`config.mk`:
```
export PLATFORM = sky130hd
export DESIGN_NAME = mips_mc_control
export DESIGN_NICKNAME = d
export VERILOG_FILES = /design/src/rtl/mips_mc_control.sv
export SDC_FILE = /design/constraint.sdc
export NUM_CORES = 1
export LEC_CHECK = 0
export ABC_AREA = 0
export ABC_CLOCK_PERIOD_IN_PS = 1450
export BUFFER_PORTS_ARGS = -buffer_cell sky130_fd_sc_hd__buf_2
export CORE_MARGIN = 1
export CORE_UTILIZATION = 44
export CTS_BUF_LIST = sky130_fd_sc_hd__clkbuf_2
export DETAILED_ROUTE_END_ITERATION = 6
export PLACE_DENSITY = 0.77
export SLEW_MARGIN = 20
export SYNTH_ARGS = -nofsm -noshare
export SYNTH_HDL_FRONTEND = slang
export SYNTH_SLANG_ARGS = --single-unit
```
`constraint.sdc`:
```
create_clock -name clk -period 1.45 [get_ports clk]
set_input_delay 0 -clock clk [delete_from_list [all_inputs] [get_ports clk]]
set_output_delay 0 -clock clk [all_outputs]
set_load 0.01 [all_outputs]
```
`src/rtl/mips_mc_control.sv`:
```
// mips_mc_control: multi-cycle MIPS Moore control FSM with mem_ready stalls.
// Define MC_ADDI_EN to compile in the addi path (I_EXEC/I_WB); otherwise addi decodes as illegal.
module mips_mc_control (
    input  logic       clk,
    input  logic       rst_n,
    input  logic [5:0] opcode,
    input  logic       mem_ready,
    output logic       pc_write,
    output logic       pc_write_cond,
    output logic       i_or_d,
    output logic       mem_read,
    output logic       mem_write,
    output logic       ir_write,
    output logic       mem_to_reg,
    output logic       reg_dst,
    output logic       reg_write,
    output logic       alu_src_a,
    output logic [1:0] alu_src_b,
    output logic [1:0] pc_source,
    output logic [1:0] alu_op,
    output logic [3:0] state,
    output logic       instr_done,
    output logic       illegal_op
);
    localparam logic [5:0] OP_R    = 6'b000000;
    localparam logic [5:0] OP_LW   = 6'b100011;
    localparam logic [5:0] OP_SW   = 6'b101011;
    localparam logic [5:0] OP_BEQ  = 6'b000100;
    localparam logic [5:0] OP_J    = 6'b000010;
`ifdef MC_ADDI_EN
    localparam logic [5:0] OP_ADDI = 6'b001000;
`endif

    typedef enum logic [3:0] {
        FETCH     = 4'd0,
        DECODE    = 4'd1,
        MEM_ADDR  = 4'd2,
        MEM_READ  = 4'd3,
        MEM_WB    = 4'd4,
        MEM_WRITE = 4'd5,
        R_EXEC    = 4'd6,
        R_WB      = 4'd7,
        BRANCH    = 4'd8,
`ifdef MC_ADDI_EN
        I_EXEC    = 4'd10,
        I_WB      = 4'd11,
`endif
        JUMP      = 4'd9
    } state_t;

    state_t     r_state, w_next;
    logic [5:0] r_opcode;
    logic       w_pc_write, w_pc_write_cond, w_i_or_d, w_mem_read, w_mem_write, w_ir_write;
    logic       w_mem_to_reg, w_reg_dst, w_reg_write, w_alu_src_a, w_instr_done, w_illegal_op;
    logic [1:0] w_alu_src_b, w_pc_source, w_alu_op;

    always_ff @(posedge clk or negedge rst_n) begin
        if (!rst_n) begin
            r_state  <= FETCH;
            r_opcode <= '0;
        end else begin
            r_state <= w_next;
            if (r_state == DECODE) r_opcode <= opcode;
        end
    end

    always_comb begin
        w_next          = FETCH;
        w_pc_write      = 1'b0;
        w_pc_write_cond = 1'b0;
        w_i_or_d        = 1'b0;
        w_mem_read      = 1'b0;
        w_mem_write     = 1'b0;
        w_ir_write      = 1'b0;
        w_mem_to_reg    = 1'b0;
        w_reg_dst       = 1'b0;
        w_reg_write     = 1'b0;
        w_alu_src_a     = 1'b0;
        w_alu_src_b     = 2'b00;
        w_pc_source     = 2'b00;
        w_alu_op        = 2'b00;
        w_instr_done    = 1'b0;
        w_illegal_op    = 1'b0;
        case (r_state)
            FETCH: begin
                w_mem_read  = 1'b1;
                w_alu_src_b = 2'b01;
                w_ir_write  = mem_ready;
                w_pc_write  = mem_ready;
                w_next      = mem_ready ? DECODE : FETCH;
            end
            DECODE: begin
                // ALUOut captures PC + (imm << 2) so BRANCH can use it as target
                w_alu_src_b = 2'b11;
                if (opcode == OP_R) w_next = R_EXEC;
                else if (opcode == OP_LW || opcode == OP_SW) w_next = MEM_ADDR;
                else if (opcode == OP_BEQ) w_next = BRANCH;
                else if (opcode == OP_J) w_next = JUMP;
`ifdef MC_ADDI_EN
                else if (opcode == OP_ADDI) w_next = I_EXEC;
`endif
                else w_illegal_op = 1'b1;
            end
            MEM_ADDR: begin
                w_alu_src_a = 1'b1;
                w_alu_src_b = 2'b10;
                w_next      = (r_opcode == OP_SW) ? MEM_WRITE : MEM_READ;
            end
            MEM_READ: begin
                w_mem_read = 1'b1;
                w_i_or_d   = 1'b1;
                w_next     = mem_ready ? MEM_WB : MEM_READ;
            end
            MEM_WB: begin
                w_reg_write  = 1'b1;
                w_mem_to_reg = 1'b1;
                w_instr_done = 1'b1;
            end
            MEM_WRITE: begin
                w_mem_write  = 1'b1;
                w_i_or_d     = 1'b1;
                w_instr_done = mem_ready;
                w_next       = mem_ready ? FETCH : MEM_WRITE;
            end
            R_EXEC: begin
                w_alu_src_a = 1'b1;
                w_alu_op    = 2'b10;
                w_next      = R_WB;
            end
            R_WB: begin
                w_reg_write  = 1'b1;
                w_reg_dst    = 1'b1;
                w_instr_done = 1'b1;
            end
            BRANCH: begin
                w_alu_src_a     = 1'b1;
                w_alu_op        = 2'b01;
                w_pc_write_cond = 1'b1;
                w_pc_source     = 2'b01;
                w_instr_done    = 1'b1;
            end
            JUMP: begin
                w_pc_write   = 1'b1;
                w_pc_source  = 2'b10;
                w_instr_done = 1'b1;
            end
`ifdef MC_ADDI_EN
            I_EXEC: begin
                w_alu_src_a = 1'b1;
                w_alu_src_b = 2'b10;
                w_next      = I_WB;
            end
            I_WB: begin
                w_reg_write  = 1'b1;
                w_instr_done = 1'b1;
            end
`endif
            default: w_next = FETCH;
        endcase
    end

    // FETCH decodes to nonzero outputs, so everything is forced low while reset is held
    assign {pc_write, pc_write_cond, i_or_d, mem_read, mem_write, ir_write, mem_to_reg, reg_dst,
            reg_write, alu_src_a, alu_src_b, pc_source, alu_op, instr_done, illegal_op} =
           {18{rst_n}} & {w_pc_write, w_pc_write_cond, w_i_or_d, w_mem_read, w_mem_write,
            w_ir_write, w_mem_to_reg, w_reg_dst, w_reg_write, w_alu_src_a, w_alu_src_b,
            w_pc_source, w_alu_op, w_instr_done, w_illegal_op};
    assign state = rst_n ? r_state : 4'd0;
endmodule

```
==> flow_summary.yaml <==
outcome:
  status: "finished, final reports clean"
layout:
  drive_above_1_share: 0.4967
  syn2layout_area_growth_pct: 62.56
  fillCellCount: 106
  final_nets: 163
  utilization: 0.7825
  multiInputGateArea_um2: 553.0
  regArea_um2: 251.5
  antennaDiodeCount: 0
routing:
  firstDrtPassIters: 4
  dr_total_vias: 939
  wl_um: 2289
  via_per_inst: 5.556
  drcViolationCount: 0
  first_iter_violations: 19
  drtAntennaViolNets: 0
  drt-wirelength-per-cell_um: 13.54
synth:
  syn_area_per_cell_um2: 7.274
  ys_seq_elements: 10
  synthArstFlopShare: 1.000
  synth_seq_area_share: 0.3373
  synth_top_area_cell: "dfrtp_1"
  synth.top_cells.by_count: "nand2_1, nor3_1, dfrtp_1, nor2_1"
  synth.area.top_cells: "dfrtp_1, nand2_1, nor3_1, nor2_1, o22a_1"
  syn_nets: 111
  yosysWarningCount: 0
  synth_cell_types: 31
  syn_area_um2: 742.0
  yosysMostFrequentCell: "nand2_1"
  synth_edf_count: 0
  synth_top_flop_cell: "dfrtp_1"
  syn-instance-count: 102
  synth_top_area_frac: 0.3373
cts:
  path_clk_slew_ps: 100
  cts_made_buffers: 3
  clock_latency_ps: 260
  clock_path_buffers: 2
  root_buffer: "clkbuf_2"
  htreeDepth: 1
  tritoncts: "built"
  cts_num_sinks: 10
timing:
  whs_ps: 11.40
  worst_slew_pin_slew_ps: 470.5
  fin_crit_ps: 1406
  hold_viol: 0
  slew_headroom: 0.6853
  slew_viol_final: 0
  clock.fmax_ghz: 0.7114
  fin_skew_ps: 11.72
  finalCritPeriodShare: 0.9694
  rsz0062_at_grt: "yes"
  setup_viol: 0
  postLayoutSetupSlackWorst_ps: 44.40
floorplanning:
  die_area_mm2: 0.001855
  start_util: 0.4813
  fp.dieH_um: 43.07
  core_region_area_mm2: 0.001541
  io_pins: 31
  std_cell_rows: 14
  dieWidth_um: 43.07
pwr:
  p_leak_nw: 0.6150
  ir_worst_vdd_uv: 994.4
  cellPowerDensity_mw_per_mm2: 1473
worst_setup_path:
  slowest_stage: "dfrtp_1"
  max_stage_delay_ps: 440
  cp_top_family: "flip-flops"
  end_kind: "primary output"
  startpoint_type: "flip-flop"
  crit_buf_inv: 2
  cp_cell_sequence: "inv_2, nand2_4, mux2_2, nor3_2, buf_2"
  worstPathRequired_ps: 1450
  critPathMaxFanout: 5
  worstSetupPathType: "reg2out"
  arrival_ps: 1410
global_routing:
  grt_pass1_wl_um: 3387
  grt_max_degree: 14
  grtUsageTotal: 0.2427
  grt_pass1_vias: 829
  overflow: 0
  grt_antenna_before_repair: 0
place:
  pre_cts_ws_ps: 53.76
  placement.io_buffers: 30
  place_congestion: 0.8130
  dp_hpwl_um: 1394
min_path:
  hold_class: "in2reg"
flow_run:
  drv_cap: 0
-- final timing paths --
kind	startpoint	to	slack [ps]	cells after the start
max	r_state[2]	alu_src_a	40	5
min	opcode[1]	r_state[2]	10	2
max reg2reg	r_state[3]	r_state[0]	60	5
min reg2reg	r_opcode[0]	r_opcode[0]	490	2
max in group asynchronous	rst_n	r_state[0]	760	2
min in group asynchronous	rst_n	r_state[1]	350	2
-- worst reg2reg max path: cells and delay by family (launching register included) --
kind	cells	cell delay [ps]
AND/OR/NAND/NOR	3	610
flip-flops	1	400
AO/OA/AOI/OAI	1	180
buffers and inverters	1	140
-- kinds of logic after synthesis --
kind of cell	after synthesis	share of synthesized area
AO/OA/AOI/OAI	14	0.1248
XOR/XNOR	2	0.02361
buffers and inverters	9	0.05227
flip-flops	10	0.3373
multiplexers	2	0.02867
AND/OR/NAND/NOR	65	0.4334
-- what timing repair did --
item                       4_1_cts  5_1_grt
pin swaps                        0        3
hold buffers                     5        0
gates resized for setup          5       21
hold endpoints to repair        14        0
setup endpoints to repair        3       14
buffers inserted                 0        8
-- registers in the layout (all words and copies together), names as in the netlist --
signal / flops
r_opcode: 6
r_state: 4
-- area by class of cell --
cell class,count,share of cell area
flip-flops and latches,10,0.2085
inverters,4,0.01245
clock inverters,1,0.003112
clock buffers,3,0.01245
well taps,16,0.01660
multi-input cells,83,0.4585
repair buffers,52,0.2884
-- layout by cell type, fill, tap and decap left out, types with 2 or more instances in the layout --
master,Yosys,final
buf_2,1,30
nand2_1,24,21
buf_4,1,14
dfrtp_1,10,9
nor2_1,10,8
nor3_1,11,6
nor3_2,0,5
dlygate4sd3_1,0,5
nand2_2,1,3
inv_1,4,3
and2_1,3,3
o22a_1,3,3
clkbuf_2,0,3
nand2b_4,0,2
nor4_1,2,2
o22ai_2,0,2
nand3_1,2,2
o21ai_0,2,2
xnor2_1,2,2
nor2_2,1,2
a21oi_1,3,2
buf_6,0,2
-- where the power goes --
group          switching (mW)  internal, mW  leakage (nW)
logic                   0.610         0.545         0.475
registers              0.0712         0.395         0.126
clock network          0.0948        0.0599        0.0140
total                   0.776          1.00         0.615
-- metrics by stage --
stage                     instances  cell area, um2  TNS (ps)  power, mW
final                           169            1206         0      1.776
after global routing            169            1206    -34.46      1.906
after CTS                       161            1041    -26.01      1.549
after detailed placement        152           955.9         0      1.343
after global placement          152           955.9         0      1.320
after floorplan                 102           742.0         0      1.009
-- routing by layer --
| layer | wire length (um) | track usage |
|---|---|---|
| met2 | 1253 | 0.4515 |
| met1 | 907 | 0.2818 |
| met5 | 0 | 0 |
| met4 | 32 | 0.1030 |
| met3 | 95 | 0.01702 |
(Power assumes the default switching activity.)
